File: src/rtl/fp_pkg.sv
// -----------------------------------------------------------------------------
// fp_pkg
//   Shared definitions for the sequential floating-point units working on the
//   {sign, exp[EXP-1:0], mant[MANT-1:0]} format.
//
//   Contents:
//     EXP_DEF / MANT_DEF / BIAS_DEF  default format parameters (binary32)
//     MAXW                           widest operand word the helpers accept
//     state_t                        divider control states
//     fp_sign / fp_exp / fp_mant     field extraction from a zero-extended word
//     fp_is_zero                     zero test (exponent field == 0)
//
//   The helpers take the format widths as arguments so that one package serves
//   every parameterisation; callers zero-extend the operand to MAXW bits and
//   size-cast the result back to the field width.
// -----------------------------------------------------------------------------
package fp_pkg;

  localparam int EXP_DEF  = 8;
  localparam int MANT_DEF = 23;
  localparam int BIAS_DEF = 127;
  localparam int MAXW     = 64;

  typedef enum logic [2:0] {
    IDLE,
    NORM,
    DIV,
    ROUND,
    SPECIAL
  } state_t;

  function automatic logic fp_sign(input logic [MAXW-1:0] w,
                                   input int exp_w, input int mant_w);
    return |((w >> (exp_w + mant_w)) & MAXW'(1));
  endfunction

  function automatic logic [MAXW-1:0] fp_exp(input logic [MAXW-1:0] w,
                                             input int exp_w, input int mant_w);
    return (w >> mant_w) & ((MAXW'(1) << exp_w) - MAXW'(1));
  endfunction

  function automatic logic [MAXW-1:0] fp_mant(input logic [MAXW-1:0] w,
                                              input int exp_w, input int mant_w);
    // exp_w is accepted only for a uniform call signature
    return (w & ((MAXW'(1) << mant_w) - MAXW'(1))) | (MAXW'(exp_w) & MAXW'(0));
  endfunction

  // Denormals are flushed: the mantissa is ignored when the exponent is zero.
  function automatic logic fp_is_zero(input logic [MAXW-1:0] w,
                                      input int exp_w, input int mant_w);
    return fp_exp(w, exp_w, mant_w) == '0;
  endfunction

endpackage

File: src/rtl/fp_round_rne.sv
// -----------------------------------------------------------------------------
// fp_round_rne
//   Combinational round-to-nearest-even on a normalised fraction.
//
//   Ports:
//     frac_i   [MANT-1:0]  fraction before rounding (hidden bit excluded)
//     guard_i              first bit below the fraction lsb
//     sticky_i             OR of every bit below the guard bit
//     exp_i    [EXP-1:0]   biased exponent before rounding
//     frac_o   [MANT-1:0]  rounded fraction
//     exp_o    [EXP-1:0]   exponent, incremented (mod 2^EXP) on fraction carry
// -----------------------------------------------------------------------------
module fp_round_rne
  import fp_pkg::*;
#(
  parameter int EXP  = EXP_DEF,
  parameter int MANT = MANT_DEF
) (
  input  logic [MANT-1:0] frac_i,
  input  logic            guard_i,
  input  logic            sticky_i,
  input  logic [EXP-1:0]  exp_i,
  output logic [MANT-1:0] frac_o,
  output logic [EXP-1:0]  exp_o
);

  // Ties (guard set, nothing below) round toward the even fraction.
  function automatic logic rne_up(input logic lsb, input logic guard,
                                  input logic sticky);
    return guard & (sticky | lsb);
  endfunction

  logic [MANT:0] sum;

  always_comb begin
    sum    = {1'b0, frac_i} + {{MANT{1'b0}}, rne_up(frac_i[0], guard_i, sticky_i)};
    frac_o = sum[MANT-1:0];
    // A carry out of an all-ones fraction leaves 1.0 x 2^(e+1): fraction wraps to 0.
    exp_o  = exp_i + {{(EXP-1){1'b0}}, sum[MANT]};
  end

endmodule

File: src/rtl/fdiv_seq.sv
// -----------------------------------------------------------------------------
// fdiv_seq
//   Sequential floating-point divider c = a / b using restoring mantissa
//   division, one quotient bit per clock, with round-to-nearest-even.
//   No denormal, NaN or infinity inputs; exponent arithmetic wraps mod 2^EXP.
//
//   Ports:
//     clk_i    clock, rising edge
//     rst_ni   asynchronous active-low reset
//     start_i  request, sampled only while idle
//     a_i      dividend {sign, exp, mant}
//     b_i      divisor  {sign, exp, mant}
//     busy_o   operation in progress
//     done_o   one-cycle pulse, c_o/dbz_o valid from this cycle on
//     c_o      quotient, held until the next done_o
//     dbz_o    divide-by-zero flag for the result on c_o
//
//   Timing (edge 0 = capture): a zero operand finishes on edge 1; otherwise
//   NORM on edge 1, MANT+2 DIV iterations on edges 2..MANT+3, ROUND on edge
//   MANT+4.
// -----------------------------------------------------------------------------
module fdiv_seq
  import fp_pkg::*;
#(
  parameter int EXP  = EXP_DEF,
  parameter int MANT = MANT_DEF,
  parameter int BIAS = BIAS_DEF
) (
  input  logic              clk_i,
  input  logic              rst_ni,
  input  logic              start_i,
  input  logic [EXP+MANT:0] a_i,
  input  logic [EXP+MANT:0] b_i,
  output logic              busy_o,
  output logic              done_o,
  output logic [EXP+MANT:0] c_o,
  output logic              dbz_o
);

  localparam int W  = 1 + EXP + MANT;
  localparam int RW = MANT + 3;            // remainder holds up to 2*mb - 1
  localparam int CW = $clog2(MANT + 3);

  localparam logic [EXP-1:0] BIAS_E  = EXP'(BIAS);
  localparam logic [CW-1:0]  LAST_IT = CW'(MANT + 1);

  // Control and output registers
  state_t         state_q;
  logic [CW-1:0]  cnt_q;
  logic           busy_q;
  logic           done_q;
  logic           dbz_q;
  logic [W-1:0]   c_q;

  // Datapath registers
  logic [W-1:0]   a_q;
  logic [W-1:0]   b_q;
  logic [MANT:0]  mb_q;
  logic [RW-1:0]  r_q;
  logic [MANT:0]  quo_q;                   // fraction + guard; hidden bit shifts out
  logic [EXP-1:0] e_q;

  // Operand decode
  logic          sign_c;
  logic          zero_b;
  logic          zero_in;
  logic [MANT:0] ma_d;
  logic [MANT:0] mb_d;
  logic          adj_d;
  logic [EXP-1:0] e_d;
  logic [RW-1:0] r_d;

  always_comb begin
    sign_c  = fp_sign(MAXW'(a_q), EXP, MANT) ^ fp_sign(MAXW'(b_q), EXP, MANT);
    zero_b  = fp_is_zero(MAXW'(b_q), EXP, MANT);
    zero_in = fp_is_zero(MAXW'(a_i), EXP, MANT) | fp_is_zero(MAXW'(b_i), EXP, MANT);

    ma_d  = {1'b1, MANT'(fp_mant(MAXW'(a_q), EXP, MANT))};
    mb_d  = {1'b1, MANT'(fp_mant(MAXW'(b_q), EXP, MANT))};
    // Pre-shifting a smaller dividend keeps the first quotient bit at 1.
    adj_d = ma_d < mb_d;
    e_d   = EXP'(fp_exp(MAXW'(a_q), EXP, MANT)) - EXP'(fp_exp(MAXW'(b_q), EXP, MANT))
            + BIAS_E - EXP'(adj_d);
    r_d   = adj_d ? {1'b0, ma_d, 1'b0} : {2'b00, ma_d};
  end

  // One restoring-division step
  logic [RW-1:0] mb_ext;
  logic          q_bit;
  logic [RW-1:0] r_step;

  always_comb begin
    mb_ext = {2'b00, mb_q};
    q_bit  = r_q >= mb_ext;
    r_step = (q_bit ? r_q - mb_ext : r_q) << 1;
  end

  // Rounding of the finished quotient
  logic [MANT-1:0] frac_rnd;
  logic [EXP-1:0]  e_rnd;

  fp_round_rne #(
    .EXP  (EXP),
    .MANT (MANT)
  ) u_round (
    .frac_i   (quo_q[MANT:1]),
    .guard_i  (quo_q[0]),
    .sticky_i (|r_q),
    .exp_i    (e_q),
    .frac_o   (frac_rnd),
    .exp_o    (e_rnd)
  );

  // Control FSM with registered outputs
  always_ff @(posedge clk_i or negedge rst_ni) begin
    if (!rst_ni) begin
      state_q <= IDLE;
      cnt_q   <= '0;
      busy_q  <= 1'b0;
      done_q  <= 1'b0;
      dbz_q   <= 1'b0;
      c_q     <= '0;
    end else begin
      done_q <= 1'b0;
      case (state_q)
        IDLE: begin
          if (start_i) begin
            busy_q  <= 1'b1;
            state_q <= zero_in ? SPECIAL : NORM;
          end
        end
        SPECIAL: begin
          // A zero divisor wins over a zero dividend.
          c_q     <= zero_b ? {sign_c, {EXP{1'b1}}, {MANT{1'b0}}} : '0;
          dbz_q   <= zero_b;
          done_q  <= 1'b1;
          busy_q  <= 1'b0;
          state_q <= IDLE;
        end
        NORM: begin
          cnt_q   <= '0;
          state_q <= DIV;
        end
        DIV: begin
          cnt_q <= cnt_q + 1'b1;
          if (cnt_q == LAST_IT) state_q <= ROUND;
        end
        ROUND: begin
          c_q     <= {sign_c, e_rnd, frac_rnd};
          dbz_q   <= 1'b0;
          done_q  <= 1'b1;
          busy_q  <= 1'b0;
          state_q <= IDLE;
        end
        default: state_q <= IDLE;
      endcase
    end
  end

  // Datapath: operands, remainder, quotient and exponent (no reset needed)
  always_ff @(posedge clk_i) begin
    case (state_q)
      IDLE: begin
        if (start_i) begin
          a_q <= a_i;
          b_q <= b_i;
        end
      end
      NORM: begin
        mb_q <= mb_d;
        r_q  <= r_d;
        e_q  <= e_d;
      end
      DIV: begin
        r_q   <= r_step;
        quo_q <= {quo_q[MANT-1:0], q_bit};
      end
      default: ;
    endcase
  end

  assign busy_o = busy_q;
  assign done_o = done_q;
  assign c_o    = c_q;
  assign dbz_o  = dbz_q;

endmodule

File: config.mk
export PLATFORM = sky130hd
export DESIGN_NAME = fdiv_seq
export DESIGN_NICKNAME = d
export VERILOG_FILES = /design/src/rtl/fp_pkg.sv /design/src/rtl/fp_round_rne.sv /design/src/rtl/fdiv_seq.sv
export SDC_FILE = /design/constraint.sdc
export NUM_CORES = 1
export LEC_CHECK = 0
export BUFFER_PORTS_ARGS = -buffer_cell sky130_fd_sc_hd__buf_4
export CORE_MARGIN = 3
export CORE_UTILIZATION = 25
export DETAILED_ROUTE_END_ITERATION = 8
export GPL_TIMING_DRIVEN = 0
export PLACE_DENSITY = 0.39
export SYNTH_ARGS = -nofsm -noshare
export SYNTH_HDL_FRONTEND = slang
export SYNTH_SLANG_ARGS = --single-unit
File: constraint.sdc
create_clock -name clk_i -period 8.5 [get_ports clk_i]
set_input_delay 0 -clock clk_i [delete_from_list [all_inputs] [get_ports clk_i]]
set_output_delay 0 -clock clk_i [all_outputs]
set_load 0.01 [all_outputs]
==> results of run 1 <==
what timing repair did:
item,in CTS,in global routing
setup buffers,0,0
hold buffers,66,0
endpoints found under the hold margin,112,0
worst max path at each step:
stage | cells after the start | startpoint | end | slack, ns
after detailed placement | 21 | a_q[13] | e_q[7] | 3.43
after global placement | 21 | a_q[13] | e_q[7] | 3.42
after global routing | 21 | a_q[13] | e_q[7] | 3.25
final | 21 | a_q[13] | e_q[7] | 3.51
after floorplan | 21 | a_q[13] | e_q[7] | 4.56
after CTS | 21 | a_q[13] | e_q[7] | 3.41
routing by layer:
metal,GRT usage (%),up-vias,wire length (um)
li1,-,3469,-
met5,0,-,0
met2,20.6,102,12000
met3,2.60,23,838
met1,16.5,3219,12100
met4,3.51,0,371
cell families after synthesis:
group | after synthesis
and+or+nand+nor | 207
muxes | 30
DFF | 188
AOI/OAI and AO/OA | 189
buffers and inverters | 109
xor gates and xnor gates | 53
adders and majority gates | 72
registers in the layout, indices dropped and copies added, names as in the netlist:
signal and count:
a_q 32, b_q 32, busy_o 1, c_o 32, cnt_q 5, dbz_o 1
done_o 1, e_q 8, mb_q 23, quo_q 24, r_q 26, state_q 3
final cells by class:
| cell class | count | share of cell area [%] |
|---|---|---|
| Timing Repair Buffer | 169 | 11.8 |
| Sequential cell | 188 | 43.4 |
| Tap cell | 511 | 5.11 |
| Clock inverter | 9 | 0.670 |
| Inverter | 82 | 2.46 |
| Buffer | 27 | 1.18 |
| Clock buffer | 23 | 4.09 |
| Multi-Input combinational cell | 551 | 31.3 |
power breakdown:
| group | total (mW) | internal [mW] | switching, mW |
|---|---|---|---|
| Clock | 0.824 | 0.439 | 0.385 |
| Sequential | 1.68 | 1.45 | 0.230 |
| Combinational | 2.12 | 0.902 | 1.22 |
worst max-delay path: stages, from the launching register on:
cell,delay (ns)
edfxtp_1,0.43
ha_1,0.34
a21o_1,0.16
a21o_1,0.17
a221oi_1,0.26
o21a_1,0.16
o21ai_0,0.21
a21oi_1,0.39
buf_2,0.43
buf_2,0.44
ha_1,0.22
inv_1,0.04
ha_1,0.27
ha_1,0.21
inv_1,0.07
fa_1,0.19
inv_1,0.05
a21o_1,0.15
a21oi_1,0.22
o21bai_1,0.09
a21oi_1,0.17
xnor2_1,0.09
placed cells by master (no fill, tap or decap), types with 4 or more instances in the layout:
cell type,netlist,final
o21ai_1,13,13
mux2i_1,20,20
dlygate4sd3_1,0,66
dfrtp_1,43,43
a31oi_1,9,9
mux2_2,10,10
buf_4,0,101
and3_1,13,13
ha_1,70,70
nand2_1,77,77
o211ai_1,4,4
a21oi_1,38,38
xor2_1,26,26
a21o_1,28,28
clkbuf_16,0,20
nor2b_1,6,6
buf_6,5,5
o21a_1,9,9
inv_1,80,79
nor3_1,7,7
and4_1,4,4
o21bai_1,5,5
a22oi_1,5,5
clkbuf_1,15,18
xnor2_1,27,27
a211oi_1,6,6
nand4_1,16,16
buf_2,6,7
o21ai_0,46,46
and2_1,7,6
inv_6,0,5
nor2_1,30,30
nand3_1,19,19
nor4_1,13,13
edfxtp_1,145,145
per-stage QoR:
| stage | std cells | hold WS, ns | total power, mW | setup WS (ns) | util [%] |
|---|---|---|---|---|---|
| 2_1_floorplan | 848 | -0.296 | 3.09 | 4.56 | - |
| 3_3_place_gp | 1460 | 0.0461 | 3.80 | 3.42 | 29.4 |
| 3_5_place_dp | 1462 | 0.0440 | 3.82 | 3.43 | 29.5 |
| 4_1_cts | 1560 | 0.0921 | 4.70 | 3.41 | 32.8 |
| 5_1_grt | 1560 | 0.113 | 5.01 | 3.25 | 32.8 |
| 6_report | 1560 | 0.0783 | 4.62 | 3.51 | 32.8 |
==> results.yml, run 1 <==
cells_and_area:
  seq_area_mm2: 0.00543
  stdcell_area_mm2: 0.0125
  num-nets-final: 1175
  drive_gt1_share_pct: 15.6
  n_antenna_cell: 0
  area_growth_pct: 27.7
  multi_input_area_mm2: 0.00392
  fillers: 3904
critical_path:
  r2r_start: "a_q[13]"
  path_class: "reg2reg"
  rr_worst_depth: 21
  cp.arrival_ns: 5.19
  rr_endpoint: "e_q[7]"
  worstPathMaxFanout: 10
  r2r_slack_ns: 3.51
  endpoint_kind: "register"
  critPathLaunchType: "register"
  cp.required_ns: 8.70
clock_network:
  clock-sinks: 188
  clockBufferDepth: 2
  cts-root-buf: "clkbuf_16"
  htreeDepth: 4
  clkTransAtPathRegs_ns: 0.08
  cts_resized: 0
  numCtsBuffers: 17
  worst_skew_pair.late_latency_ns: 0.45
  cts_tree: "yes"
outcome:
  status: "finished, final reports clean"
logic_synthesis:
  synthArstFlopShare_pct: 22.9
  netlist.area_leader.share_pct: 44.4
  synth_area_leaders: "edfxtp_1 44%, dfrtp_1 11%, ha_1 8.9%"
  yosysUniqueCellTypes: 62
  syn_nets: 987
  synth-compound-area-share_pct: 12.3
  synthSimpleGateAreaFrac_pct: 10.4
  synth_top_area_cell: "edfxtp_1"
  yosys.area_share.adder_pct: 9.34
  synth_xor_area_share_pct: 4.74
  syn_area_per_cell_um2: 11.6
  synth-seq-cells: 188
  synth_edf_count: 145
  synth_common_cells: "145 x edfxtp_1, 80 x inv_1, 77 x nand2_1"
  ys.flop_type: "edfxtp_1"
  yosys_warnings: 0
  synth_area_mm2: 0.00980
  synth.most_common_cell: "edfxtp_1"
  synth_cells: 848
  synth_seq_area_share_pct: 55.4
  synth_top_family_by_area: "compound AO/OA/AOI/OAI gates"
  synthMuxAreaShare_pct: 3.19
routing:
  drc_errors: 0
  drt-total-wl_um: 25300
  first_pass_iters: 4
  ant_nets: 0
  drt_iter0_drc: 295
  routed_via_density: 4.37
  wl_per_cell_um: 16.2
  vias: 6813
power_and_ir_drop:
  cellLeakagePower_nw: 5.29
  peakVddDrop_mv: 0.175
  powerDensity_mw_per_mm2: 369
timing:
  fmax_ghz: 0.200
  rsz0062_at_grt: "false"
  finalClockSkew_ns: 0.00910
  period_share_pct: 58.7
  hold_viol: 0
  fin_setup_tns_ns: 0
  worst_slew_pin_slew_ns: 0.858
  setup_viol: 0
  drv_slew: 0
  slew_headroom_pct: 42.8
  finalCriticalPeriod_ns: 4.99
global_routing:
  grt_pass1_wl_um: 39900
  grt_max_degree: 64
  track_usage_pct: 12.4
  antenna_found_initial: 0
  grt_overflow: 0
  grt_pass1_vias: 7040
die:
  die_height_um: 204
  start_util_pct: 25.7
  coreArea_mm2: 0.0381
  die_w_um: 204
  num_rows: 71
  ios: 102
  dieArea_mm2: 0.0416
worst_hold_path:
  hp-class: "in2async"
place:
  dpl_cell_area_mm2: 0.0113
  dp_hpwl_um: 18100
  gp_congestion: 0.791
  port_buffers: 101
flow_run:
  drv_cap: 0
Power figures use the tool's default switching activity.
==> run 2, diff against run 1 <==
- clock period: 8.5 -> 4.7 ns (I/O delays scaled with it)
==> results.yml, run 2 (synthesis gave the netlist of run 1 again) <==
routing:
  routed_via_density: 4.39
  drt_iter0_drc: 248
  drc_errors: 0
  drt-total-wl_um: 25100
  first_pass_iters: 5
  vias: 6840
  ant_nets: 0
  wl_per_cell_um: 16.1
critical_path:
  cp.arrival_ns: 4.52
  path_common_cell: "ha_1"
  path_class: "reg2reg"
  cp.required_ns: 4.90
  crit_chain: "ha_1 > a21o_1 > a21o_1 > a221oi_1 > o21a_1 > o21ai_0 > a21oi_2 > buf_6 > ha_1 > inv_1 > ha_1 > ha_1 > inv_1 > fa_1 > inv_1 > a21o_1 > a21oi_1 > o21bai_1 > a21oi_1 > xnor2_1"
  worstPathMaxFanout: 19
  crit_path_top_delay_cell: "edfxtp_1"
  critPathLaunchType: "register"
  endpoint_kind: "register"
  cp_slowest_stage_delay_ns: 0.43
die:
  die_w_um: 204
  start_util_pct: 25.7
  coreArea_mm2: 0.0381
  die_height_um: 204
  ios: 102
  num_rows: 71
  dieArea_mm2: 0.0416
worst_hold_path:
  hp-class: "in2async"
timing:
  finalClockSkew_ns: 0.0103
  slew_headroom_pct: 43.3
  layout_setup_ws_ns: 0.383
  drv_slew: 0
  worst_slew_pin_slew_ns: 0.850
  rsz0062_at_grt: "false"
  hold_viol: 0
  fmax_ghz: 0.232
  period_share_pct: 91.8
  finalCriticalPeriod_ns: 4.32
  holdWs_ns: 0.0773
  setup_viol: 0
clock_network:
  clkTransAtPathRegs_ns: 0.08
  cts_setup_buffers: 0
  cts_tree: "yes"
  clockBufferDepth: 2
  worst_skew_pair.late_latency_ns: 0.45
  clock-sinks: 188
  htreeDepth: 4
  numCtsBuffers: 17
  cts-root-buf: "clkbuf_16"
global_routing:
  grt_pass1_wl_um: 39800
  grt_util_met1_pct: 16.4
  grt-busiest-layer: "met2"
  grt_max_degree: 64
  track_usage_pct: 12.4
  antenna_found_initial: 0
  grt_overflow: 0
  grt_use_met3_pct: 2.60
  grt_pass1_vias: 7053
  grtUsageMet2_pct: 20.5
place:
  dp_hpwl_um: 18100
  dp_slack_ns: -0.366
  port_buffers: 101
  gp_congestion: 0.791
cells_and_area:
  layout.cells.most_common_list: "145 x edfxtp_1, 101 x buf_4, 79 x inv_1"
  drive_gt1_share_pct: 15.6
  area_growth_pct: 27.7
  n_antenna_cell: 0
  num-nets-final: 1174
  layout_commonest_cell: "edfxtp_1"
flow_run:
  drv_cap: 0
power_and_ir_drop:
  powerDensity_mw_per_mm2: 667
  cellLeakagePower_nw: 5.29
  peakVddDrop_mv: 0.349
outcome:
  status: "finished, final reports clean"
## run 2: what timing repair did
item,in CTS,in global routing
pin swaps,0,0
gates resized for setup,2,1
hold buffers,66,0
hold endpoints to repair,112,0
setup endpoints to repair,3,1
## run 2: through the flow
stage | util (%) | power, mW | area [um2] | TNS, ns | cells
6_report | 32.9 | 8.35 | 12500 | 0 | 1559
2_1_floorplan | - | 5.59 | 9800 | 0 | 848
4_1_cts | 32.8 | 8.50 | 12500 | 0 | 1559
3_5_place_dp | 29.5 | 6.91 | 11300 | -0.579 | 1462
5_1_grt | 32.9 | 9.06 | 12500 | 0 | 1559
3_3_place_gp | 29.4 | 6.87 | 11200 | -0.587 | 1460
## run 2: final cells by class
type	count	area, um2
Buffer	26	149
Clock buffer	23	512
Clock inverter	9	83.8
Fill cell	3907	25600
Inverter	82	308
Multi-Input combinational cell	551	3920
Sequential cell	188	5430
Tap cell	511	639
Timing Repair Buffer	169	1470
## run 2: worst paths after layout
kind / end / slack (ns) / cells after the start / start
max: e_q[7] / 0.38 / 20 / a_q[13]
min: c_o[30] / 0.08 / 2 / rst_ni
max reg2reg: e_q[7] / 0.38 / 20 / a_q[13]
min reg2reg: mb_q[11] / 0.45 / 0 / b_q[11]
max in group asynchronous: cnt_q[2] / 4.22 / 2 / rst_ni
min in group clk_i: a_q[5] / 0.26 / 2 / a_i[5]
## run 2: power by group
group          internal (mW)  switching, mW  leakage [nW]
clock                  0.795          0.695         0.295
combinational           1.63           2.19          3.09
sequential              2.62          0.415          1.90
total                   5.05           3.30          5.29
## run 2: routing by layer
layer,part of all wire (%),up-vias,routed length (um)
met1,47,3235,11900
li1,-,3471,-
met2,47,111,11900
met5,0,-,0
met4,1.4,0,363
met3,3.9,23,975
## run 2: critical path, delay by kind of cell, from the launching register on
kind	cells	cell delay, ns
AOI/OAI and AO/OA	10	1.91
xor gates and xnor gates	1	0.09
adders and majority gates	5	1.20
buffers and inverters	4	0.46
DFF	1	0.43
